### src/rtl/spi_flash_wb_reader.sv
// spi_flash_wb_reader
// Read-only Wishbone B3 slave that exposes the boot SPI flash as a memory
// window. Every 32-bit read issues one SPI READ (0x03): command byte, 24-bit
// byte address, then 32 data bits clocked back MSB first (big-endian word).
//
// Parameters
//   CLK_DIV    : SCK half-period in wb_clk cycles (>= 1)
//   FLASH_BASE : byte offset added to every flash address, modulo 2^24
//   CS_HIGH    : minimum wb_clk cycles chip select stays high between transfers (>= 1)
//
// Ports
//   wb_clk, wb_rst_n          : clock, synchronous active-low reset
//   wb_adr_i[23:2]            : word address within the flash window
//   wb_cyc_i/stb_i/we_i       : Wishbone request qualifiers
//   wb_dat_o, wb_ack_o        : read data and one-cycle completion pulse
//   wb_err_o                  : one-cycle pulse rejecting a write
//   spi_sck_o/ss_n_o/mosi_o   : SPI master outputs, mode 0
//   spi_miso_i                : serial data from the flash
//
// state   | meaning
// S_IDLE  | waiting for a Wishbone request
// S_SHIFT | CS low, 64 SCK periods of command/address/data
// S_ACK   | present captured word and pulse ack, release CS
// S_GAP   | CS held high for CS_HIGH cycles before the next request
module spi_flash_wb_reader #(
  parameter int unsigned CLK_DIV    = 2,
  parameter logic [23:0] FLASH_BASE = 24'h000000,
  parameter int unsigned CS_HIGH    = 4
) (
  input  logic        wb_clk,
  input  logic        wb_rst_n,
  input  logic [23:2] wb_adr_i,
  input  logic        wb_stb_i,
  input  logic        wb_cyc_i,
  input  logic        wb_we_i,
  output logic [31:0] wb_dat_o,
  output logic        wb_ack_o,
  output logic        wb_err_o,
  output logic        spi_sck_o,
  output logic        spi_ss_n_o,
  output logic        spi_mosi_o,
  input  logic        spi_miso_i
);

  typedef enum logic [1:0] {S_IDLE, S_SHIFT, S_ACK, S_GAP} state_t;

  localparam int unsigned DIV_W = (CLK_DIV > 1) ? $clog2(CLK_DIV) : 1;
  localparam int unsigned GAP_W = (CS_HIGH > 1) ? $clog2(CS_HIGH) : 1;
  localparam logic [DIV_W-1:0] DIV_LAST = DIV_W'(CLK_DIV - 1);
  localparam logic [GAP_W-1:0] GAP_LAST = GAP_W'(CS_HIGH - 1);
  localparam logic [7:0] CMD_READ = 8'h03;

  state_t           state_q;
  logic [63:0]      tx_q;
  logic [31:0]      rx_q;
  logic [31:0]      dat_q;
  logic [DIV_W-1:0] div_q;
  logic [GAP_W-1:0] gap_q;
  logic [5:0]       bit_q;
  logic             sck_q;
  logic             ss_n_q;
  logic             ack_q;
  logic             err_q;

  logic [23:0]      addr_d;
  logic             req_d;
  logic             tick_d;

  always_comb begin
    addr_d = {wb_adr_i, 2'b00} + FLASH_BASE;
    req_d  = wb_cyc_i & wb_stb_i;
    tick_d = (div_q == DIV_LAST);
  end

  always_ff @(posedge wb_clk) begin
    if (!wb_rst_n) begin
      state_q <= S_IDLE;
      tx_q    <= '0;
      rx_q    <= '0;
      dat_q   <= '0;
      div_q   <= '0;
      gap_q   <= '0;
      bit_q   <= '0;
      sck_q   <= 1'b0;
      ss_n_q  <= 1'b1;
      ack_q   <= 1'b0;
      err_q   <= 1'b0;
    end else begin
      ack_q <= 1'b0;
      err_q <= 1'b0;
      case (state_q)
        S_IDLE: begin
          // err_q blocks the cycle right after an error so a master that is
          // still holding stb while it samples err does not get a second pulse.
          if (req_d && !err_q) begin
            if (wb_we_i) begin
              err_q <= 1'b1;
            end else begin
              tx_q    <= {CMD_READ, addr_d, 32'h0};
              ss_n_q  <= 1'b0;
              div_q   <= '0;
              bit_q   <= '0;
              state_q <= S_SHIFT;
            end
          end
        end
        S_SHIFT: begin
          if (!req_d) begin
            ss_n_q  <= 1'b1;
            sck_q   <= 1'b0;
            tx_q    <= '0;
            gap_q   <= '0;
            state_q <= S_GAP;
          end else if (tick_d) begin
            div_q <= '0;
            sck_q <= ~sck_q;
            if (!sck_q) begin
              rx_q <= {rx_q[30:0], spi_miso_i};
            end else begin
              tx_q  <= {tx_q[62:0], 1'b0};
              bit_q <= bit_q + 6'd1;
              if (bit_q == 6'd63) begin
                state_q <= S_ACK;
              end
            end
          end else begin
            div_q <= div_q + 1'b1;
          end
        end
        S_ACK: begin
          ack_q   <= 1'b1;
          dat_q   <= rx_q;
          ss_n_q  <= 1'b1;
          tx_q    <= '0;
          gap_q   <= '0;
          state_q <= S_GAP;
        end
        S_GAP: begin
          if (gap_q == GAP_LAST) begin
            state_q <= S_IDLE;
          end else begin
            gap_q <= gap_q + 1'b1;
          end
        end
        default: state_q <= S_IDLE;
      endcase
    end
  end

  assign wb_dat_o   = dat_q;
  assign wb_ack_o   = ack_q;
  assign wb_err_o   = err_q;
  assign spi_sck_o  = sck_q;
  assign spi_ss_n_o = ss_n_q;
  // The TX register is the MOSI output register: its MSB is the live bit.
  assign spi_mosi_o = tx_q[63];

endmodule
### config.mk
export PLATFORM = sky130hd
export DESIGN_NAME = spi_flash_wb_reader
export DESIGN_NICKNAME = d
export VERILOG_FILES = /design/src/rtl/spi_flash_wb_reader.sv
export SDC_FILE = /design/constraint.sdc
export NUM_CORES = 1
export LEC_CHECK = 0
export CORE_ASPECT_RATIO = 1.4
export CORE_MARGIN = 5
export CORE_UTILIZATION = 48
export DETAILED_ROUTE_END_ITERATION = 10
export PLACE_DENSITY = 0.72
export SYNTH_ARGS = -nofsm -noshare
export SYNTH_HDL_FRONTEND = slang
export SYNTH_SLANG_ARGS = --single-unit
### constraint.sdc
create_clock -name wb_clk -period 3.2 [get_ports wb_clk]
set_clock_uncertainty 0.1 [all_clocks]
set_input_delay 0.48 -clock wb_clk [delete_from_list [all_inputs] [get_ports wb_clk]]
set_output_delay 0.48 -clock wb_clk [all_outputs]
set_load 0.005 [all_outputs]
==> qor.yml, run 1 <==
vdd.ir_drop.worst_mv: 0.391
synth_top_family_by_area: "simple AND/OR/NAND/NOR gates"
yosysWarnings: 0
vias: 3510
fin_setup_tns_ns: 0
rsz0062_at_grt: "no"
synth_top_area_share_pct: 48.3
routed_via_density: 5.31
synthSimpleGateAreaFrac_pct: 19.9
hold_viol_final: 0
die-height_um: 125
drive_above_1_share_pct: 10.9
synthesis.area_um2: 4520
drtAntennaViolNets: 0
clk_pin_slew_ns: 0.07
required_ns: 3.36
antenna_found_initial: 0
finalCriticalPeriod_ns: 2.37
ys_types: 43
holdBufCountCts: 0
cts.repair.resized: 0
criticalPathCategory: "flop to flop"
routedWlPerCell_um: 13.3
path_max_fanout: 60
status: "finished, final reports clean"
max_freq_mhz: 422
drv_slew: 0
post-synth-top-area-cell: "dfxtp_1"
setup.worst_path.end_class: "flop"
pin_count: 65
clock_path_buffers: 2
cts_num_sinks: 109
synth-compound-area-share_pct: 17.4
syn_nets: 533
hold_ws_ns: 0.360
ys_top_cells_by_area: "dfxtp_1, mux2i_1, nand2_1"
post_cts_buffers: 0
io_buffers: 64
dp_hpwl_um: 5680
grt_max_degree: 95
firstDrtPassIters: 5
avgSynthCellArea_um2: 9.08
synth_adder_area_share_pct: 1.94
synth_mux_area_share_pct: 7.97
cts_tree: "done"
grt_pass1_wl_um: 15200
rows: 42
critPathArrivalTime_ns: 2.53
synth_xor_area_share_pct: 0
grt_pass1_vias: 3425
drc: 0
drtIter0Drc: 157
fp.coreArea_um2: 9350
setup_viol: 0
ys_ff_latch: 109
antenna_cells: 0
htreeDepth: 3
cts-buffers-inserted: 9
grt.total_usage_pct: 15.9
die_area_um2: 11500
final_common_cell: "dfxtp_1"
routabilityCongestion: 0.763
grt_overflow: 0
p_leak_nw: 1.84
wl_um: 8800
drv_cap: 0
mostFrequentLayoutCells: "dfxtp_1, nand2_1, clkdlybuf4s50_1"
worstHoldPathType: "flop to flop"
clk_latency_ns: 0.34
synth_cells: 498
p_per_area_nw_per_um2: 698
areaGrowthSynthToFinish_pct: 21.4
yosysSeqAreaShare_pct: 48.3
cp-start-kind: "flop"
final_nets: 581
die_x_um: 92.0
worstMarginPinSlew_ns: 0.851
min_period_over_period_pct: 74.1
max_slew_margin_pct: 42.6
clockRootBuffer: "clkbuf_16"
start_util_pct: 48.3
==> path summary, 6_finish.rpt <==
check	slack (ns)	cells after the start	startpoint	endpoint
worst max-delay path	0.83	7	state_q[1]	tx_q[38]
worst min-delay path	0.36	2	tx_q[62]	tx_q[62]
worst max register to register	0.83	7	state_q[1]	tx_q[38]
worst min register to register	0.36	2	tx_q[62]	tx_q[62]
==> synthesized netlist by cell type, drive strengths merged <==
cell and count:
dfxtp 109, nand2 85, a21oi 62, nor2 61
mux2i 36, a211oi 24, nor2b 22, buf 19
clkbuf 17, o21ai 12, ha 7, nand4 7
and2 3, inv 3, nand3 3, and3 2
nor3 2, or2 2, or3 2, a211o 1
a21bo 1, a221oi 1, a22oi 1, a311oi 1
a31oi 1, and2b 1, and3b 1, nand2b 1
nand3b 1, nand4b 1, nand4bb 1, nor3b 1
o2111ai 1, o211ai 1, o21a 1, o31ai 1
o41ai 1, or3b 1, or4 1
==> critical path: stages, from the launching register on <==
cell,delay [ns]
dfxtp_1,0.41
inv_1,0.11
ha_1,0.32
and3_1,0.37
a221oi_4,0.35
buf_12,0.30
nor2_1,0.10
a211oi_2,0.20
==> area by class of cell <==
cell class	count	area (um2)
fill	846	3870
sequential	109	2180
multi-input combinational	350	2140
timing repair buffer	73	733
clock buffer	10	239
tap	110	138
clock inverter	6	46.3
inverter	3	12.5
==> power breakdown <==
part / internal, mW / total, mW / switching (mW)
Sequential: 1.52 / 1.61 / 0.0916
Clock: 0.552 / 1.05 / 0.495
Combinational: 0.493 / 1.17 / 0.677
Total: 2.56 / 3.83 / 1.26
==> metrics by stage <==
stage | setup slack, ns | power, mW | instance area (um2) | util [%] | cells
global placement | 0.798 | 2.78 | 5200 | 55.6 | 645
global route | 0.673 | 4.06 | 5490 | 58.7 | 661
detailed placement | 0.727 | 2.82 | 5200 | 55.6 | 645
finish | 0.828 | 3.83 | 5490 | 58.7 | 661
floorplan | 1.19 | 2.64 | 4520 | - | 498
CTS | 0.812 | 3.88 | 5490 | 58.7 | 661
==> metal layers <==
layer | global-route usage [%] | vias up | share of wire (%)
met5 | 0 | - | 0
met4 | 7.00 | 0 | 2.0
met3 | 3.38 | 12 | 3.7
met2 | 28.1 | 58 | 49
met1 | 18.2 | 1651 | 46
li1 | - | 1789 | -
==> state kept, by name, summed over array words and instances (netlist names) <==
name,count
bit_q,6
div_q,1
gap_q,2
rx_q,32
spi_sck_o,1
spi_ss_n_o,1
state_q,2
tx_q,30
wb_ack_o,1
wb_dat_o,32
wb_err_o,1
==> cell families after synthesis <==
logic type      Yosys count
compound gates          109
mux                      36
buf+inv                  39
simple gates            198
flops                   109
fa+ha+maj                 7
Note: power is estimated with default switching activity, not from simulation.
==> inputs of run 2 (changes only) <==
PLACE_DENSITY = 0.75   (was 0.72)
clock period = 2.1 ns   (was 3.2 ns; I/O delays follow)
==> qor.yml, run 2 (same netlist as run 1, synthesis figures left out) <==
r2r_slack_ns: 0.08  # -0.75 ns
holdBufCountCts: 0  # unchanged
mostFrequentLayoutCells: "dfxtp_1, nand2_1, clkdlybuf4s50_1"
seqPwrFrac_pct: 39.0  # -3.1 points
antenna_cells: 0  # unchanged
max_slew_margin_pct: 69.0  # +26 points
crit_slowest_cell: "a221oi_4"
antenna_found_initial: 0  # unchanged
required_ns: 2.21  # -1.15 ns
pwr-share-clk_pct: 27.3  # about the same
drv_slew: 0  # unchanged
setup_viol: 0  # unchanged
rsz0062_at_grt: "yes"
cp-start-kind: "flop"
p_leak_nw: 1.98  # +7.8%
final_nets: 601  # +3.4%
setup.worst_path.end_class: "flop"
fillCellCount: 804  # -5.0%
clock_path_buffers: 2  # unchanged
drv_cap: 0  # unchanged
criticalPathCategory: "flop to flop"
switching_power_mw: 2.03  # +60%
reg2reg_depth: 6  # -1
clk_latency_ns: 0.34  # about the same
cpPeakStageDelay_ns: 0.48  # +0.07 ns
routedWlPerCell_um: 13.7  # +2.6%
switching_share_pct: 32.2  # -0.76 points
power_frac_comb_pct: 33.8  # +3.2 points
finalPower_mw: 6.28  # +64%
die-height_um: 125  # unchanged
io_buffers: 64  # unchanged
fp.coreArea_um2: 9350  # unchanged
path_max_fanout: 29  # -52%
vias: 3634  # +3.5%
clockRootBuffer: "clkbuf_16"
p_per_area_nw_per_um2: 1100  # +57%
drc: 0  # unchanged
cts_tree: "done"
start_util_pct: 48.3  # unchanged
htreeDepth: 3  # unchanged
grt.total_usage_pct: 16.1  # +0.17 points
dp_hpwl_um: 5910  # +4.0%
placed_cell_area_um2: 5370  # +3.2%
hold_viol_final: 0  # unchanged
r2r-start: "state_q[1]"
timing.rr.end: "tx_q[59]"
pin_count: 65  # unchanged
critPathArrivalTime_ns: 2.13  # -0.40 ns
final_common_cell: "dfxtp_1"
worstMarginPinSlew_ns: 0.465  # -0.386 ns
cts-buffers-inserted: 9  # unchanged
hold_ws_ns: 0.365  # +0.00531 ns
cp_num_cells: 6  # -1
grt_overflow: 0  # unchanged
min_period_over_period_pct: 96.2  # +22 points
cts_num_sinks: 109  # unchanged
drive_above_1_share_pct: 14.4  # +3.5 points
die_area_um2: 11500  # unchanged
routed_via_density: 5.34  # +0.49%
drtAntennaViolNets: 0  # unchanged
path_delay_family: "compound AO/OA/AOI/OAI gates"
intPower_mw: 4.26  # +66%
clk_pin_slew_ns: 0.07  # about the same
grt_max_degree: 95  # unchanged
die_x_um: 92.0  # unchanged
finalCriticalPeriod_ns: 2.02  # -0.353 ns
drtIter0Drc: 155  # -1.3%
endpoint: "tx_q[59]"
status: "finished, final reports clean"
vdd.ir_drop.worst_mv: 0.613  # +57%
wl_um: 9300  # +5.7%
areaGrowthSynthToFinish_pct: 26.7
max_freq_mhz: 495  # +17%
post_cts_buffers: 0  # unchanged
grt_pass1_vias: 3387  # -1.1%
rows: 42  # unchanged
firstDrtPassIters: 4  # -1
cp.buffers_inverters: 2  # unchanged
routabilityCongestion: 0.800  # +4.9%
grt_pass1_wl_um: 15400  # +1.1%
worstHoldPathType: "flop to flop"
stdcell_area_um2: 5730  # +4.3%
cp_cell_sequence: "inv_1, ha_1, and3_4, a221oi_4, buf_8, o21ai_0"
startpoint: "state_q[1]"
==> run 2: cell count changes in the layout (fill, tap and decap cells not counted), sizes merged <==
| cell | previous run | this run |
|---|---|---|
| buf | 9 | 28 |
| clkinvlp | 5 | 1 |
| clkinv | 1 | 3 |
| bufinv | 0 | 1 |
| clkbuf | 10 | 11 |
| inv | 3 | 4 |
==> run 2: power by group through the flow <==
stage | Sequential (mW) | Combinational (mW) | Clock (mW)
2_1_floorplan | 2.47 | 1.55 | 0
3_5_place_dp | 2.50 | 1.97 | 0
3_3_place_gp | 2.49 | 1.90 | 0
6_report | 2.45 | 2.12 | 1.71
5_1_grt | 2.47 | 2.36 | 1.85
4_1_cts | 2.45 | 1.99 | 1.76
==> run 2: metal layers <==
metal	GRT usage, %	wire [um]	up-vias
li1	-	-	1834
met1	19.7	4060	1698
met2	26.9	4660	85
met3	3.20	335	17
met4	7.52	240	0
met5	0	0	-
==> run 2: final cells by class <==
class                           count  area [um2]  area share (%)
Multi-Input combinational cell    350        2140            37.5
Timing Repair Buffer               93         941            16.4
Inverter                            3        12.5           0.219
Sequential cell                   109        2180            38.1
Tap cell                          110         138            2.40
Clock buffer                       10         239            4.17
Clock inverter                      6        68.8            1.20
==> run 2: worst min path at each step <==
stage                   from        to  slack (ns)  depth (start not counted)
finish              rx_q[31]  rx_q[31]        0.37                          2
detailed placement  tx_q[63]  tx_q[63]        0.36                          2
global route        rx_q[31]  rx_q[31]        0.38                          2
floorplan            wb_we_i  wb_err_o        0.33                          2
CTS                 tx_q[63]  tx_q[63]        0.37                          2
global placement    rx_q[31]  rx_q[31]        0.35                          2
==> run 2: worst reg2reg max path: stages (launching register included) <==
cell and delay, ns:
dfxtp_1 0.34, inv_1 0.08, ha_1 0.22, and3_4 0.22, a221oi_4 0.48, buf_8 0.29
o21ai_0 0.16
==> run 2: timing repair <==
| item | in CTS | in global routing |
|---|---|---|
| endpoints found under the setup margin | 1 | 12 |
| gates cloned | 0 | 3 |
| gates resized for setup | 1 | 4 |
==> run 2: stage by stage <==
| step | util [%] | setup TNS [ns] | instances | worst slack (ns) |
|---|---|---|---|---|
| 2_1_floorplan | - | 0 | 498 | 0.0915 |
| 3_5_place_dp | 57.4 | -0.554 | 662 | -0.0458 |
| 4_1_cts | 60.7 | 0 | 678 | 0.0662 |
| 3_3_place_gp | 57.4 | 0 | 662 | 0.00253 |
| 5_1_grt | 61.2 | -0.0803 | 681 | -0.0231 |
| 6_report | 61.2 | 0 | 681 | 0.0804 |
